<file path="src/rtl/alu_pkg.sv">
// Shared opcodes, B-source selects and FSM state encoding for the sequential ALU.
package alu_pkg;

  localparam logic [3:0] OP_ADD  = 4'd0;
  localparam logic [3:0] OP_SUB  = 4'd1;
  localparam logic [3:0] OP_AND  = 4'd2;
  localparam logic [3:0] OP_NAND = 4'd3;
  localparam logic [3:0] OP_OR   = 4'd4;
  localparam logic [3:0] OP_NOR  = 4'd5;
  localparam logic [3:0] OP_XOR  = 4'd6;
  localparam logic [3:0] OP_XNOR = 4'd7;
  localparam logic [3:0] OP_SHL  = 4'd8;
  localparam logic [3:0] OP_SHR  = 4'd9;
  localparam logic [3:0] OP_MUL  = 4'd10;
  localparam logic [3:0] OP_DIV  = 4'd11;
  localparam logic [3:0] OP_PASS = 4'd12;
  localparam logic [3:0] OP_CLR  = 4'd13;

  localparam logic [1:0] BSEL_B    = 2'd0;
  localparam logic [1:0] BSEL_ACC  = 2'd1;
  localparam logic [1:0] BSEL_ZERO = 2'd2;
  localparam logic [1:0] BSEL_RSVD = 2'd3;

  typedef enum logic [1:0] {
    ST_IDLE = 2'd0,
    ST_EXEC = 2'd1,
    ST_DONE = 2'd2
  } state_t;

  function automatic logic is_iter(input logic [3:0] op_code);
    return (op_code == OP_MUL) || (op_code == OP_DIV);
  endfunction

endpackage

</file>
<file path="src/rtl/alu_muldiv_iter.sv">
// One-bit-per-cycle shift-add multiplier and restoring divider sharing one 2*WIDTH shift register.
module alu_muldiv_iter #(
  parameter int WIDTH = 16
) (
  input  logic             clk,
  input  logic             rst,
  input  logic             start,
  input  logic             is_div,
  input  logic [WIDTH-1:0] a,
  input  logic [WIDTH-1:0] b,
  output logic             busy,
  output logic             done,
  output logic [WIDTH-1:0] result,
  output logic             flag
);

  localparam int CW = $clog2(WIDTH);
  localparam logic [CW-1:0] LAST = CW'(WIDTH - 1);

  logic [2*WIDTH-1:0] p;
  logic [2*WIDTH-1:0] p_init;
  logic [WIDTH-1:0]   m;
  logic [WIDTH-1:0]   m_src;
  logic               div_q;
  logic               dz;
  logic [CW-1:0]      cnt;

  // MUL: p = {partial product, remaining multiplier bits}, m = multiplicand.
  // DIV: p = {partial remainder, dividend bits -> quotient bits}, m = divisor.
  function automatic logic [2*WIDTH-1:0] step(input logic [2*WIDTH-1:0] pv,
                                              input logic [WIDTH-1:0]   mv,
                                              input logic               dv);
    logic [WIDTH:0]     sum;
    logic [WIDTH:0]     trial;
    logic [2*WIDTH-1:0] r;
    sum   = '0;
    trial = '0;
    if (dv) begin
      trial = pv[2*WIDTH-1:WIDTH-1] - {1'b0, mv};
      if (!trial[WIDTH]) r = {trial[WIDTH-1:0], pv[WIDTH-2:0], 1'b1};
      else               r = {pv[2*WIDTH-2:0], 1'b0};
    end else begin
      sum = {1'b0, pv[2*WIDTH-1:WIDTH]} + (pv[0] ? {1'b0, mv} : '0);
      r   = {sum, pv[WIDTH-1:1]};
    end
    return r;
  endfunction

  always_comb begin
    p_init = is_div ? {{WIDTH{1'b0}}, a} : {{WIDTH{1'b0}}, b};
    m_src  = is_div ? b : a;
  end

  // The first iteration happens on the load edge so WIDTH steps finish WIDTH-1 edges later.
  always_ff @(posedge clk) begin
    if (rst) begin
      p     <= '0;
      m     <= '0;
      div_q <= 1'b0;
      dz    <= 1'b0;
      cnt   <= '0;
      busy  <= 1'b0;
      done  <= 1'b0;
    end else begin
      done <= 1'b0;
      if (start && !busy) begin
        p     <= step(p_init, m_src, is_div);
        m     <= m_src;
        div_q <= is_div;
        dz    <= is_div && (b == '0);
        cnt   <= CW'(1);
        busy  <= 1'b1;
      end else if (busy) begin
        p   <= step(p, m, div_q);
        cnt <= cnt + CW'(1);
        if (cnt == LAST) begin
          busy <= 1'b0;
          done <= 1'b1;
        end
      end
    end
  end

  assign result = p[WIDTH-1:0];
  assign flag   = div_q ? dz : (|p[2*WIDTH-1:WIDTH]);

endmodule

</file>
<file path="src/rtl/alu_acc_seq.sv">
// Sequential ALU with accumulator: valid/ready command in, registered result and flags out.
module alu_acc_seq
  import alu_pkg::*;
#(
  parameter int WIDTH = 16
) (
  input  logic             clk,
  input  logic             rst,
  input  logic             in_valid,
  output logic             in_ready,
  input  logic [3:0]       op,
  input  logic [1:0]       b_sel,
  input  logic             acc_we,
  input  logic [WIDTH-1:0] a_in,
  input  logic [WIDTH-1:0] b_in,
  output logic             out_valid,
  input  logic             out_ready,
  output logic [WIDTH-1:0] result,
  output logic             flag_c,
  output logic             flag_z,
  output logic             flag_v,
  output logic [WIDTH-1:0] acc
);

  localparam int SHW = $clog2(WIDTH) + 1;

  // Handshakes: a transfer happens on a rising edge where valid and ready are both high;
  // ready never depends on valid, and the producer holds its payload until the transfer.
  state_t           state;
  logic             we_q;
  logic [WIDTH-1:0] b_val;
  logic [WIDTH-1:0] sc_result;
  logic             sc_carry;
  logic [WIDTH:0]   sum_w;
  logic [SHW-1:0]   shamt;
  logic             shamt_big;
  logic             md_start;
  logic             md_busy;
  logic             md_done;
  logic [WIDTH-1:0] md_result;
  logic             md_flag;

  assign in_ready  = (state == ST_IDLE);
  assign out_valid = (state == ST_DONE);
  assign md_start  = in_valid && in_ready && is_iter(op) && !md_busy;

  always_comb begin
    case (b_sel)
      BSEL_B:   b_val = b_in;
      BSEL_ACC: b_val = acc;
      default:  b_val = '0;
    endcase
  end

  assign shamt     = b_val[SHW-1:0];
  assign shamt_big = (int'(shamt) >= WIDTH);

  always_comb begin
    sc_result = a_in;
    sc_carry  = 1'b0;
    sum_w     = '0;
    case (op)
      OP_ADD: begin
        sum_w     = {1'b0, a_in} + {1'b0, b_val};
        sc_result = sum_w[WIDTH-1:0];
        sc_carry  = sum_w[WIDTH];
      end
      OP_SUB: begin
        sum_w     = {1'b0, a_in} - {1'b0, b_val};
        sc_result = sum_w[WIDTH-1:0];
        sc_carry  = sum_w[WIDTH];
      end
      OP_AND:  sc_result = a_in & b_val;
      OP_NAND: sc_result = ~(a_in & b_val);
      OP_OR:   sc_result = a_in | b_val;
      OP_NOR:  sc_result = ~(a_in | b_val);
      OP_XOR:  sc_result = a_in ^ b_val;
      OP_XNOR: sc_result = ~(a_in ^ b_val);
      OP_SHL:  sc_result = shamt_big ? '0 : (a_in << shamt);
      OP_SHR:  sc_result = shamt_big ? '0 : (a_in >> shamt);
      OP_CLR:  sc_result = '0;
      default: sc_result = a_in;
    endcase
  end

  alu_muldiv_iter #(.WIDTH(WIDTH)) u_muldiv (
    .clk    (clk),
    .rst    (rst),
    .start  (md_start),
    .is_div (op == OP_DIV),
    .a      (a_in),
    .b      (b_val),
    .busy   (md_busy),
    .done   (md_done),
    .result (md_result),
    .flag   (md_flag)
  );

  // Result, flags and acc only change on the edge that enters DONE, so they hold during a stall.
  always_ff @(posedge clk) begin
    if (rst) begin
      state  <= ST_IDLE;
      we_q   <= 1'b0;
      result <= '0;
      flag_c <= 1'b0;
      flag_z <= 1'b0;
      flag_v <= 1'b0;
      acc    <= '0;
    end else begin
      case (state)
        ST_IDLE: begin
          if (in_valid) begin
            we_q <= acc_we;
            if (is_iter(op)) begin
              state <= ST_EXEC;
            end else begin
              state  <= ST_DONE;
              result <= sc_result;
              flag_c <= sc_carry;
              flag_z <= (sc_result == '0);
              flag_v <= 1'b0;
              if (acc_we || (op == OP_CLR)) acc <= sc_result;
            end
          end
        end
        ST_EXEC: begin
          if (md_done) begin
            state  <= ST_DONE;
            result <= md_result;
            flag_c <= 1'b0;
            flag_z <= (md_result == '0);
            flag_v <= md_flag;
            if (we_q) acc <= md_result;
          end
        end
        ST_DONE: begin
          if (out_ready) state <= ST_IDLE;
        end
        default: state <= ST_IDLE;
      endcase
    end
  end

endmodule

</file>
<file path="config.mk">
export PLATFORM = sky130hd
export DESIGN_NAME = alu_acc_seq
export DESIGN_NICKNAME = d
export VERILOG_FILES = /design/src/rtl/alu_pkg.sv /design/src/rtl/alu_muldiv_iter.sv /design/src/rtl/alu_acc_seq.sv
export SDC_FILE = /design/constraint.sdc
export NUM_CORES = 1
export LEC_CHECK = 0
export CORE_UTILIZATION = 45
export CTS_CLUSTER_DIAMETER = 100
export DETAILED_ROUTE_END_ITERATION = 16
export GPL_TIMING_DRIVEN = 0
export SLEW_MARGIN = 0
export SYNTH_ARGS = -nofsm -noshare
export SYNTH_HDL_FRONTEND = slang
export SYNTH_SLANG_ARGS = --single-unit
</file>
<file path="constraint.sdc">
create_clock -name clk -period 13.9 [get_ports clk]
set_clock_uncertainty 0.05 [all_clocks]
set_input_delay 2.085 -clock clk [delete_from_list [all_inputs] [get_ports clk]]
set_output_delay 2.085 -clock clk [all_outputs]
set_load 0.05 [all_outputs]
</file>
==> metrics.txt, run 1 <==
synthesized flop and latch total=94; CP max FO=10; Worst-Margin Slew=1.15 ns; hold violation total from the final report=0; largest net degree at the start of global routing=21; FMAX=130 MHz; Mapped Nets=1,657; IO buf count=77; Post-CTS Setup Inserts=0; top cell type's share of synthesized area=16.9%; final setup TNS=0 ns; total of max-cap violations=0; sequential fraction of the synthesis area=16.9%; first-pass GRT wire length=76,900 um; count of pins over their slew limit=0; crit path time final=7.72 ns; WL final=51,500 um; via count=13,000; count leader, synth=nor2_1; initial antenna violation count=1; Clock Latency Late Sink=0.36 ns; Fill cells=2,446; number of library cell types mapped by synthesis=82; RSZ-0062 raised after global routing=no; Critical Path RT=14.12 ns; Die Y-Extent=159 um; post-DP HPWL=40,200 um; Core Area=24,200 um2; WL per Instance=26.5 um; fin crit share=55.5%; die area=25,300 um2; # IOs=80; post-route total power=1050 uW; Yosys warning count=0; synth top area cells=dfxtp_1, ha_1, a211oi_1, a21oi_1, nor2_1; H-tree depth=3; outcome=complete, but fails checks; hold_buf cts=0; DR iter-0 viols=1,794; TritonCTS clock tree=built; Leakage=0.00469 uW; ANT cells=0; asr flop ratio synth=0%; Max IR drop VDD=0.0639 mV; EDFF count, synth=0; share of layout cells above drive strength 1=5.63%; vias in the first global route=12,000; drt first pass iters=12; Commonest cells post-synth=nor2_1, a21oi_1, a211oi_1, nand2_1, dfxtp_1; Die W=159 um; number of remaining DRC errors=2; Synth Area per Inst=7.30 um2; Synth area leader=dfxtp_1; row cnt=57; Area growth syn-to-layout=13.5%; routability cong.=1.06; failing checks=design-rule violations; Final Setup Violations=0; drt via density=6.73; Worst setup SP type=primary input; Max transition margin=21.2%; CTS sink cnt=94; CTS root buf=clkbuf_16; Max Root-Sink Buffers=2; # nets final=1,745; prevailing post-synth register cell=dfxtp_1; Reg2Reg Depth=15; Starting Density=45.8%; Worst Setup End Kind=flip-flop; Clock transition at path regs=0.08 ns; total track usage=39.9%; Hold Path Class=reg -> reg; kind of critical path=in -> reg; Hold Crit Depth=2; Crit path arrival time=7.94 ns; Post-Syn Instances=1,522; pwr dens=83.4 nW/um2; Cell Area, Synth=11,100 um2; total gr overflow=0; Post-CTS Resized=0; Final ANT Viol Nets=0; Num CTS Buffers=9
-- cells in the final DEF, fill, tap and decap left out, types with 26 or more instances in the layout --
master           instances
ha_1                    88
clkdlybuf4s50_1         77
a21oi_1                151
a211oi_1               107
nand2_1                103
xnor2_1                 32
inv_1                   72
nor2b_1                 26
dfxtp_1                 94
o21ai_0                 78
nor2_1                 162
clkbuf_1                89
mux2i_1                 57
nor3_1                  46
-- cells by family (layout without fill, tap and decap cells) --
kind of cell / after synthesis / count (layout) / synth area share [%]
adders and majority gates: 92 / 92 / 10.6
xor gates and xnor gates: 52 / 52 / 4.10
DFF: 94 / 94 / 16.9
buffers and inverters: 193 / 286 / 6.81
AOI/OAI and AO/OA: 534 / 534 / 32.1
and+or+nand+nor: 478 / 478 / 20.6
muxes: 79 / 79 / 8.85
-- worst max-delay path: stages --
cell,delay [ns]
clkdlybuf4s50_1,0.49
clkbuf_1,0.27
clkbuf_1,0.38
buf_2,0.32
nor2_1,0.60
inv_1,0.17
ha_1,0.31
clkbuf_1,0.40
inv_1,0.16
a221oi_1,0.64
o21bai_1,0.13
a22oi_1,0.20
o22ai_1,0.17
o32ai_1,0.64
and4_1,0.30
nand4_1,0.09
nand4bb_1,0.28
a311oi_2,0.28
-- sequential cells by signal, summed over array words and instances (netlist names) --
register	flops
flag_c	1
acc	16
u_muldiv.m	16
u_muldiv.cnt	4
state	2
we_q	1
u_muldiv.p	32
u_muldiv.div_q	1
flag_v	1
u_muldiv.done	1
flag_z	1
result	16
u_muldiv.busy	1
u_muldiv.dz	1
-- per-stage QoR --
stage / area [um2] / hold WS [ns] / worst slack [ns] / utilization (%) / instances
2_1_floorplan: 11100 / 0.387 / 7.94 / - / 1522
3_3_place_gp: 12300 / 0.397 / 5.99 / 50.7 / 1923
3_5_place_dp: 12300 / 0.409 / 6.00 / 50.7 / 1923
4_1_cts: 12600 / 0.419 / 6.34 / 52.0 / 1939
5_1_grt: 12600 / 0.430 / 5.95 / 52.0 / 1939
6_report: 12600 / 0.414 / 6.18 / 52.0 / 1939
-- routing by layer --
metal | GRT usage, % | vias up | part of all wire, %
li1 | - | 5829 | -
met1 | 57.1 | 6195 | 43
met2 | 57.7 | 886 | 41
met3 | 10.1 | 130 | 13
met4 | 13.0 | 2 | 3.5
met5 | 0 | - | 0.031
-- cell type report --
class | instances | area [um2] | area share, %
buffer | 117 | 472 | 3.74
clock buffer | 9 | 225 | 1.79
clock inverter | 7 | 88.8 | 0.705
inverter | 76 | 285 | 2.26
multi-input combinational | 1235 | 8480 | 67.2
sequential | 94 | 1880 | 14.9
tap | 324 | 405 | 3.22
timing repair buffer | 77 | 771 | 6.11
-- where the power goes --
part	internal, uW	switching (uW)	total [uW]
sequential	285	20.5	305
clock	130	132	262
combinational	169	315	484
-- worst paths after layout --
kind	from	endpoint	slack (ns)
worst max-delay path	b_sel[1]	flag_z	6.18
worst max register to register	acc[1]	flag_z	7.89
worst min register to register	flag_v	flag_v	0.41
worst min-delay path	flag_v	flag_v	0.41
Power figures use the tool's default switching activity.
==> run 2: changes to the inputs <==
--- a/config.mk
+++ b/config.mk
@@ -9,6 +9,7 @@
 export CTS_CLUSTER_DIAMETER = 100
 export DETAILED_ROUTE_END_ITERATION = 16
 export GPL_TIMING_DRIVEN = 0
+export PLACE_DENSITY = 0.66
 export SLEW_MARGIN = 0
 export SYNTH_ARGS = -nofsm -noshare
 export SYNTH_HDL_FRONTEND = slang
==> constraint.sdc (replaced) <==
create_clock -name clk -period 6.4 [get_ports clk]
set_clock_uncertainty 0.05 [all_clocks]
set_input_delay 0.96 -clock clk [delete_from_list [all_inputs] [get_ports clk]]
set_output_delay 0.96 -clock clk [all_outputs]
set_load 0.05 [all_outputs]
==> run 2 against run 1 <==
The run now ends clean. Sequential cell count unchanged. Cell area about the same. Register-to-register slack got worse by 7.2 ns. Routed wire length increased by 0.38%. Sequential share of layout area about the same. Critical path type unchanged.
==> metrics.txt, run 2 (synthesis gave the netlist of run 1 again) <==
via count=13,000; DR iter-0 viols=1,539; number of flip-flops in the largest register=32; WL per Instance=26.6 um; Max Root-Sink Buffers=2; Post-CTS Setup Inserts=0; Hold Path Class=reg -> reg; DP Worst Slack=-0.444 ns; most common cell after layout, fill and taps aside=nor2_1; FMAX=159 MHz; CP max FO=13; total of max-cap violations=0; IO buf count=77; Num CTS Buffers=9; largest net degree at the start of global routing=21; Clock power frac=24.7%; drt via density=6.72; Worst setup SP type=primary input; sequential share of power=29.0%; # nets final=1,745; Clock transition at path regs=0.08 ns; Worst Setup End Kind=flip-flop; hold violation total from the final report=0; top register by number of flip-flops=u_muldiv.p; H-tree depth=3; Final Setup Violations=0; Final ANT Viol Nets=0; Max transition margin=22.8%; RSZ-0062 raised after global routing=no; Worst-Margin Slew=1.15 ns; row cnt=57; Starting Density=45.8%; kind of critical path=in -> reg; total gr overflow=0; ANT cells=0; CTS sink cnt=94; Clock Latency Late Sink=0.36 ns; vias in the first global route=12,200; Leakage=0.00470 uW; routability cong.=1.05; Core Area=24,200 um2; TritonCTS clock tree=built; crit path time final=6.30 ns; outcome=finished clean; commonest non-fill, non-tap cells in the layout=nor2_1, a21oi_1, a211oi_1; die area=25,300 um2; first-pass GRT wire length=76,500 um; drt first pass iters=6; Comb power frac=46.3%; Psw=1020 uW; Critical Path RT=6.62 ns; count of pins over their slew limit=0; initial antenna violation count=0; switching share of power=44.5%; WL final=51,700 um; Fin Hold WS=0.411 ns; Area growth syn-to-layout=13.5%; Crit path arrival time=6.52 ns; final setup margin=0.105 ns; CTS root buf=clkbuf_16; cell-internal power=1270 uW; Die W=159 um; Die Y-Extent=159 um; Max IR drop VDD=0.120 mV; total track usage=39.7%; number of remaining DRC errors=0; post-DP HPWL=40,400 um; pwr dens=181 nW/um2; # IOs=80; share of layout cells above drive strength 1=5.88%; fin crit share=98.4%
==> run 2: power groups by stage <==
| stage | logic (uW) | clock network (uW) | registers (uW) |
|---|---|---|---|
| 4_1_cts | 1020 | 563 | 660 |
| 6_report | 1060 | 563 | 662 |
| 5_1_grt | 1120 | 583 | 665 |
| 3_5_place_dp | 1020 | 0 | 673 |
| 3_3_place_gp | 1010 | 0 | 673 |
| 2_1_floorplan | 608 | 0 | 728 |
==> run 2: layout make-up <==
type / instances / area, um2
Fill cell: 2503 / 11600
Multi-Input combinational cell: 1235 / 8480
Sequential cell: 94 / 1880
Timing Repair Buffer: 77 / 771
Buffer: 117 / 474
Tap cell: 324 / 405
Inverter: 76 / 285
Clock buffer: 9 / 225
Clock inverter: 7 / 83.8
==> run 2: metrics by stage <==
stage          TNS [ns]  area (um2)  total power (uW)  instances  utilization [%]
2_1_floorplan         0       11100              1340       1522                -
5_1_grt               0       12600              2360       1939             52.0
3_3_place_gp      -1.05       12300              1690       1923             50.7
6_report              0       12600              2280       1939             52.0
4_1_cts               0       12600              2250       1939             52.0
3_5_place_dp      -1.17       12300              1690       1923             50.7
==> run 2: routing by layer <==
layer	GRT usage [%]	up-vias	share of wire, %	routed length, um
li1	-	5822	-	-
met4	15.4	0	4.1	2120
met5	0	-	0	0
met1	56.5	6166	42	21900
met3	8.47	164	12	6390
met2	58.2	878	41	21200
==> run 2: path summary, 6_finish.rpt <==
| path | from | to | slack (ns) | cells past startpoint |
|---|---|---|---|---|
| max | b_in[1] | flag_z | 0.10 | 16 |
| max reg2reg | acc[1] | flag_z | 0.67 | 15 |
| min | we_q | we_q | 0.41 | 2 |
| min reg2reg | we_q | we_q | 0.41 | 2 |
==> run 2: critical path, cell delays in order <==
cell and delay (ns):
clkdlybuf4s50_1 0.45, mux2_4 0.36, nand2_2 0.15, clkbuf_1 0.49, clkbuf_2 0.48, ha_1 0.35
nor3_1 0.39, o21ai_0 0.43, and3_1 0.33, o41ai_1 0.64, xor2_1 0.21, nor2_1 0.07
o32ai_1 0.55, nand4_1 0.13, nand4bb_1 0.26, a311oi_2 0.26
==> run 2: what timing repair did <==
item,in CTS,in global routing
endpoints found under the setup margin,1,5
hold buffers,0,0
gates resized for setup,1,5
